==> src/rtl/apb_master_arbiter.sv <==
// -----------------------------------------------------------------------------
// apb_master_arbiter
//
// Shares a single APB master port between NUM_REQ internal requesters.
// Requests are granted round-robin, and exactly one APB transfer is in flight
// at a time. The block drives the SETUP/ACCESS phases, waits on pready, and
// returns read data or completion to the requester that was granted.
//
// Optional feature (compile-time macro APB_TIMEOUT_EN):
//   defined   - an ACCESS phase that waits TIMEOUT_CYCLES cycles with pready=0
//               is aborted, and the requester gets rsp_valid with rsp_err=1.
//   undefined - ACCESS waits indefinitely and rsp_err is constant 0.
//
// Handshake semantics (all requester-side signals):
//   A request is accepted in the cycle where req_valid[i]=1 and req_ready[i]=1.
//   req_ready is a combinational one-hot pulse that lasts one cycle. It is only
//   raised for a requester whose req_valid is high. A requester may drop
//   req_valid at any time without a handshake; a request that is not accepted
//   is simply not accepted. rsp_valid is a one-hot, one-cycle pulse with
//   rsp_rdata/rsp_err, and it cannot be back-pressured.
//
// Ports:
//   clk, rst_n            clock, asynchronous active-low reset
//   req_valid/ready/write per-requester request handshake and direction
//   req_addr, req_wdata   flattened per-requester address / write data
//   rsp_valid             one-hot completion pulse
//   rsp_rdata, rsp_err    read data / timeout flag, qualified by rsp_valid
//   paddr..pwdata         APB master request outputs
//   prdata, pready        APB slave response inputs
//   dbg_state             current FSM state (0=IDLE, 1=SETUP, 2=ACCESS)
// -----------------------------------------------------------------------------
module apb_master_arbiter #(
  parameter int NUM_REQ        = 2,
  parameter int ADDR_W         = 32,
  parameter int DATA_W         = 32,
  parameter int TIMEOUT_CYCLES = 256
) (
  input  logic                       clk,
  input  logic                       rst_n,
  input  logic [NUM_REQ-1:0]         req_valid,
  output logic [NUM_REQ-1:0]         req_ready,
  input  logic [NUM_REQ-1:0]         req_write,
  input  logic [NUM_REQ*ADDR_W-1:0]  req_addr,
  input  logic [NUM_REQ*DATA_W-1:0]  req_wdata,
  output logic [NUM_REQ-1:0]         rsp_valid,
  output logic [DATA_W-1:0]          rsp_rdata,
  output logic                       rsp_err,
  output logic [ADDR_W-1:0]          paddr,
  output logic                       psel,
  output logic                       penable,
  output logic                       pwrite,
  output logic [DATA_W-1:0]          pwdata,
  input  logic [DATA_W-1:0]          prdata,
  input  logic                       pready,
  output logic [1:0]                 dbg_state
);

  localparam int IDX_W = (NUM_REQ > 1) ? $clog2(NUM_REQ) : 1;

  typedef enum logic [1:0] {
    ST_IDLE   = 2'd0,
    ST_SETUP  = 2'd1,
    ST_ACCESS = 2'd2
  } state_t;

  state_t              state_q, state_d;
  logic [IDX_W-1:0]    ptr_q;     // round-robin search start
  logic [IDX_W-1:0]    gnt_q;     // requester owning the current transfer
  logic [IDX_W-1:0]    win;
  logic [IDX_W:0]      cand;      // one extra bit so ptr+k can wrap
  logic                win_found;
  logic                arb_en;
  logic                grant;
  logic                done;
  logic                timeout_hit;
  logic [ADDR_W-1:0]   sel_addr;
  logic [DATA_W-1:0]   sel_wdata;
  logic                sel_write;

  // ---------------------------------------------------------------------------
  // Round-robin search: first asserted req_valid from ptr_q upward, wrapping.
  // ---------------------------------------------------------------------------
  always_comb begin
    win       = '0;
    win_found = 1'b0;
    cand      = '0;
    for (int k = 0; k < NUM_REQ; k++) begin
      cand = {1'b0, ptr_q} + (IDX_W+1)'(k);
      if (cand >= (IDX_W+1)'(NUM_REQ)) cand = cand - (IDX_W+1)'(NUM_REQ);
      if (!win_found && req_valid[cand[IDX_W-1:0]]) begin
        win_found = 1'b1;
        win       = cand[IDX_W-1:0];
      end
    end
  end

  // Winner's request fields, selected with constant slice positions.
  always_comb begin
    sel_addr  = '0;
    sel_wdata = '0;
    sel_write = 1'b0;
    for (int i = 0; i < NUM_REQ; i++) begin
      if (win == IDX_W'(i)) begin
        sel_addr  = req_addr[i*ADDR_W +: ADDR_W];
        sel_wdata = req_wdata[i*DATA_W +: DATA_W];
        sel_write = req_write[i];
      end
    end
  end

  // A new request may be taken when the bus is idle, or in the completing
  // ACCESS cycle so the next SETUP follows with no idle gap.
  assign arb_en    = (state_q == ST_IDLE) || ((state_q == ST_ACCESS) && pready);
  assign grant     = arb_en && win_found;
  assign done      = (state_q == ST_ACCESS) && pready;
  assign req_ready = grant ? (NUM_REQ'(1) << win) : '0;

  // ---------------------------------------------------------------------------
  // Optional ACCESS-phase watchdog.
  // ---------------------------------------------------------------------------
`ifdef APB_TIMEOUT_EN
  localparam int CNT_W = $clog2(TIMEOUT_CYCLES + 1);
  logic [CNT_W-1:0] to_cnt_q;

  always_ff @(posedge clk or negedge rst_n) begin
    if (!rst_n) begin
      to_cnt_q <= '0;
    end else if (state_q == ST_SETUP) begin
      to_cnt_q <= '0;
    end else if ((state_q == ST_ACCESS) && !pready && !timeout_hit) begin
      to_cnt_q <= to_cnt_q + CNT_W'(1);
    end
  end

  // pready=1 in the limit cycle wins: that is a normal completion.
  assign timeout_hit = (state_q == ST_ACCESS) && !pready &&
                       (to_cnt_q == CNT_W'(TIMEOUT_CYCLES - 1));
`else
  assign timeout_hit = 1'b0;
`endif

  // ---------------------------------------------------------------------------
  // FSM
  // ---------------------------------------------------------------------------
  always_ff @(posedge clk or negedge rst_n) begin
    if (!rst_n) state_q <= ST_IDLE;
    else        state_q <= state_d;
  end

  always_comb begin
    state_d = state_q;
    case (state_q)
      ST_IDLE:   if (grant) state_d = ST_SETUP;
      ST_SETUP:  state_d = ST_ACCESS;
      ST_ACCESS: begin
        if (pready)           state_d = grant ? ST_SETUP : ST_IDLE;
        else if (timeout_hit) state_d = ST_IDLE;
      end
      default:   state_d = ST_IDLE;
    endcase
  end

  // psel/penable are decoded straight from the state register, so an
  // asynchronous reset clears them immediately.
  always_comb begin
    psel      = (state_q != ST_IDLE);
    penable   = (state_q == ST_ACCESS);
    dbg_state = state_q;
  end

  // ---------------------------------------------------------------------------
  // Grant bookkeeping and APB request registers. They hold in IDLE.
  // ---------------------------------------------------------------------------
  always_ff @(posedge clk or negedge rst_n) begin
    if (!rst_n) begin
      ptr_q  <= '0;
      gnt_q  <= '0;
      paddr  <= '0;
      pwrite <= 1'b0;
      pwdata <= '0;
    end else if (grant) begin
      ptr_q  <= (win == IDX_W'(NUM_REQ - 1)) ? '0 : win + IDX_W'(1);
      gnt_q  <= win;
      paddr  <= sel_addr;
      pwrite <= sel_write;
      pwdata <= sel_wdata;
    end
  end

  // ---------------------------------------------------------------------------
  // Response. gnt_q still names the finishing requester here even when a
  // back-to-back grant overwrites it on the same edge.
  // ---------------------------------------------------------------------------
  always_ff @(posedge clk or negedge rst_n) begin
    if (!rst_n) begin
      rsp_valid <= '0;
      rsp_rdata <= '0;
      rsp_err   <= 1'b0;
    end else begin
      rsp_valid <= '0;
      rsp_err   <= 1'b0;
      if (done) begin
        rsp_valid <= NUM_REQ'(1) << gnt_q;
        rsp_rdata <= pwrite ? '0 : prdata;
      end else if (timeout_hit) begin
        rsp_valid <= NUM_REQ'(1) << gnt_q;
        rsp_rdata <= '0;
        rsp_err   <= 1'b1;
      end
    end
  end

endmodule

==> config.mk <==
export PLATFORM = sky130hd
export DESIGN_NAME = apb_master_arbiter
export DESIGN_NICKNAME = d
export VERILOG_FILES = /design/src/rtl/apb_master_arbiter.sv
export SDC_FILE = /design/constraint.sdc
export NUM_CORES = 1
export LEC_CHECK = 0
export CAP_MARGIN = 5
export CORE_UTILIZATION = 42
export CTS_BUF_LIST = sky130_fd_sc_hd__clkbuf_2
export CTS_CLUSTER_DIAMETER = 120
export DETAILED_ROUTE_END_ITERATION = 6
export PLACE_DENSITY = 0.88
export SLEW_MARGIN = 20
export SYNTH_ARGS = -nofsm -noshare
export SYNTH_HDL_FRONTEND = slang
export SYNTH_SLANG_ARGS = --single-unit
==> constraint.sdc <==
create_clock -name clk -period 3.55 [get_ports clk]
set_input_delay 0.8875 -clock clk [delete_from_list [all_inputs] [get_ports clk]]
set_output_delay 0.8875 -clock clk [all_outputs]
set_load 0.03 [all_outputs]
; After elaboration in Yosys (flattened, before gate mapping)
; Index checks and enable logic that the tools add are counted.
[totals]
register_bits = 103
in_bits = 167
output_inout_bits = 106
word_cells = 51
[op_classes]
add_sub_neg = 4
n_lt_le_gt_ge = 4
eq_ne = 4
n_shift = 2
n_mux = 21
n_reduce_logical = 8
[ops]
columns = cell, count
row1 = 32-bit two-way mux, 3
row2 = 1-bit two-way mux, 13
row3 = 2-bit two-way mux, 4
row4 = 2-bit case mux with 3 select lines, 1
row5 = 1-bit by 2-bit less-than comparator with 1-bit output (second input constant), 2
row6 = 1-bit by 1-bit left shift with 2-bit output (first input constant), 2
row7 = 1-bit logical AND, 3
row8 = 1-bit by 1-bit adder with 2-bit output (second input constant), 1
row9 = 2-bit by 1-bit == test with 1-bit output (second input constant), 1
row10 = 2-bit == test (second input constant), 1
row11 = 1-bit by 2-bit >= comparator with 1-bit output (second input constant), 1
row12 = 2-bit >= comparator (second input constant), 1
row13 = 2-bit zero test, 1
row14 = 2-bit by 1-bit != test with 1-bit output (second input constant), 1
row15 = 2-bit != test (second input constant), 1
row16 = 2-bit AND reduction, 1
row17 = 2-bit nonzero test, 1
row18 = 1-bit subtractor (second input constant), 2
row19 = 1-bit adder (second input constant), 1
row20 = 1-bit zero test, 1
row21 = 1-bit logical OR, 1

; Logic depth before layout (Yosys ltp)
[logic_depth]
word_depth = 12
mapped_depth = 6
depth_no_buf = 3

; Worst setup path after synthesis
; No wires, ideal clock.
[synth_timing]
path_kind = input -> output
start = input port pready
end = output port req_ready[0]
arrival_time_ns = 1.705
required_ns = 2.663
setup_slack_ns = 0.957
path_stages = 4
path_buffers = 2
path_cell_list = nor2b_1 > buf_2 > a2111oi_4 > buf_2
[synth_between]
elab_chain_cells = 4
[synth_lines]
columns = item, line_no
row1 = start: declaration, 54  ; input logic pready,
row2 = 1-bit logical AND, 113  ; assign arb_en = (state_q == ST_IDLE) || ((state_q == ST_ACCESS) && pready);
row3 = 1-bit logical OR, 113
row4 = 1-bit logical AND, 114  ; assign grant = arb_en && win_found;
row5 = 2-bit two-way mux, 116  ; assign req_ready = grant ? (NUM_REQ'(1) << win) : '0;
row6 = end: declaration, 41  ; output logic [NUM_REQ-1:0] req_ready,
; No other way between the ends.

; Worst setup path after layout
; Ends and elaborated chain as after synthesis.

==> summary.md <==
| Metric | Value |
|---|---|
| Most common cell after layout, fill and taps aside | clkdlybuf4s50_1 |
| Mapped Area | approximately 4600 um^2 |
| Commonest non-fill, non-tap cells in the layout | clkdlybuf4s50_1, dfrtp_1, o31a_1, a221o_1 |
| WP data required | ~2700 ps |
| P per Cell Area | roughly 840 nW/um^2 |
| Die Wd | between 100 and 150 um |
| Die Y | roughly 110 um |
| Crit start category | input port |
| Initial antenna violation count | 0 |
| Mapped Cells | 396 |
| Synth Area in Adders | 0% |
| Fin nets | 805 |
| Clock-pin slew on the worst setup and hold paths | roughly 240 ps |
| Ranking of synthesized cells by area | dfrtp_1, a221o_1, o31a_1 |
| CTS root buf | clkbuf_2 |
| Cts repair resizes | 0 |
| Synth Register Bits | between 100 and 150 |
| Layout cells sized above 1 | ~4.5% |
| GP Congestion | 0.754 |
| Syn nets | ~560 |
| Count of pins over their slew limit | 0 |
| Global-route wire length before repair | around 23000 um |
| Syn. warnings | 0 |
| Post-synthesis compound-gate area fraction | a little under a third |
| Leakage power | between 0.003 and 0.004 uW |
| CP max-delay cell | clkdlybuf4s50_1 |
| Hold Buf Count CTS | 0 |
| Post-synthesis sequential area ratio | a little under three fifths |
| Setup CP Type | in -> out |
| Largest family of logic cells by synthesized area | compound AO/OA/AOI/OAI gates |
| Grt total ovfl | 0 |
| Worst path arrival time | roughly 2100 ps |
| Seq. cell area | around 2600 um^2 |
| Fin crit period | 2970 ps |
| Crit path capture type | primary output |
| Vias/cell | 5.66 |
| Skew-Pair Late Insertion Delay | around 540 ps |
| Post-CTS setup repair buffer count | 0 |
| Multi-input gate area | roughly 1800 um^2 |
| Run status | finished clean |
| Starting Density | approximately 43% |
| Unique cell type count in the Yosys netlist | 22 |
| Multiplexer area fraction after synthesis | 0% |
| Vias | 4417 |
| Inserted Clock Buffers | 9 |
| Post-DP HPWL | between 10000 and 15000 um |
| Worst path cell trace | clkdlybuf4s50_1 -> nor2b_4 -> a2111oi_4 -> buf_4 |
| Vias in the first global route | approximately 4400 |
| Max-slew headroom | approximately 44% |
| Final hold vios | 0 |
| Core Area | approximately 11000 um^2 |
| Drt pass-1 iters | 5 |
| Final worst-path cycle share | between 80% and 90% |
| Clock Skew | about 14 ps |
| FMAX | 337 MHz |
| Row cnt | 38 |
| Cell taking the most area after synthesis | dfrtp_1 |
| MaxCap Viol Count | 0 |
| Worst slew pin tran | 833 ps |
| Filler Cells Inserted | between 800 and 900 |
| RSZ-0062 raised after global routing | false |
| Antenna Nets Post-Route | 0 |
| Worst path max stage delay | 540 ps |
| Pwr Total | about 6300 uW |
| Num Clock Sinks | between 100 and 150 |
| DR iter-0 viols | 338 |
| WL final | approximately 15000 um |
| WL/cell | 19.0 um |
| Synth Area in Simple Gates | between 8 and 9% |
| Yosys top cell area share | between 50% and 60% |
| CP Max Fanout | 9 |
| # H-tree levels | 3 |
| Hold Crit Class | in -> async |
| Largest net degree at the start of global routing | between 60 and 70 |
| GRT Total Usage | 25.4% |
| Num ports | 273 |
| Final setup fails | 0 |
| ANT cells | 0 |
| Die area | approximately 11000 um^2 |
| Remaining DRCs | 0 |
| XOR/XNOR share of the synthesized area | 0% |
| TritonCTS clock tree | done |
| Layout area overhead | 61.3% |
| Worst Hold Slack | about 290 ps |
| Setup tns final | 0 ps |
| Worst VDD drop | between 0.5 and 0.6 mV |
| CTS max path bufs | 2 |
| Mean Syn Cell Area | ~12 um^2 |
| Port Buf Inserts | around 270 |
[worst max-delay path, delay by kind of cell]
kind | cells | cell delay (ps)
AOI/OAI and AO/OA | 1 | 320
buffers and inverters | 2 | 760
and+or+nand+nor | 1 | 100
[area by class of cell]
type | count | area share [%]
multi-input combinational | 242 | 24.6
clock inverter | 5 | 0.684
sequential | 103 | 34.4
inverter | 3 | 0.150
clock buffer | 9 | 0.601
timing repair buffer | 279 | 37.2
tap | 140 | 2.34
[power breakdown]
| group | total (uW) | leakage [uW] | switching, uW | internal, uW |
|---|---|---|---|---|
| Sequential | 2020 | 0.00129 | 329 | 1690 |
| Combinational | 3750 | 0.00171 | 2040 | 1710 |
| Clock | 517 | 0.0000627 | 366 | 151 |
[flip-flops by register name, summed over array words and instances (netlist names)]
register   count
gnt_q          1
pwdata        32
rsp_rdata     32
ptr_q          1
rsp_valid      2
pwrite         1
dbg_state      2
paddr         32
[cell families after synthesis]
logic type	count (synthesis)
AOI/OAI and AO/OA	166
DFF	103
other	1
buffers and inverters	51
and+or+nand+nor	75
[Yosys cell counts, drive strengths merged]
cell type / count
dfrtp: 103
a2111oi: 1
nor2: 2
o31a: 65
nand2b: 32
a221o: 65
and3: 1
inv: 3
nand2: 33
buf: 23
clkbuf: 25
conb: 1
o21ai: 33
or3: 1
nand3b: 1
or2: 1
a21o: 2
nor2b: 3
nor4b: 1
[path summary, 6_finish.rpt]
check / start / end / slack, ps / cells past startpoint
min in group clk: gnt_q / rsp_valid[0] / 490 / 1
min: rst_n / paddr[17] / 290 / 1
min reg2reg: gnt_q / rsp_valid[0] / 490 / 1
max in group asynchronous: rst_n / dbg_state[0] / 2530 / 2
max reg2reg: dbg_state[0] / rsp_rdata[6] / 1320 / 5
max: pready / req_ready[0] / 580 / 4
[through the flow]
| step | utilization, % | cell area (um^2) | worst slack, ps | cells |
|---|---|---|---|---|
| 3_5_place_dp | 68.6 | 7400 | 594 | 767 |
| 6_report | 69.5 | 7500 | 583 | 781 |
| 2_1_floorplan | - | 4650 | 957 | 396 |
| 3_3_place_gp | 68.6 | 7400 | 613 | 767 |
| 4_1_cts | 69.5 | 7500 | 586 | 781 |
| 5_1_grt | 69.5 | 7500 | 497 | 781 |
[per-layer routing]
layer / track usage, % / routed length [um] / part of all wire, %
met1: 30.0 / 5720 / 39
met2: 44.3 / 7460 / 50
met3: 5.84 / 1180 / 8.0
met4: 10.3 / 443 / 3.0
met5: 0 / 0 / 0
No activity file was read; power rests on OpenSTA's default activity.
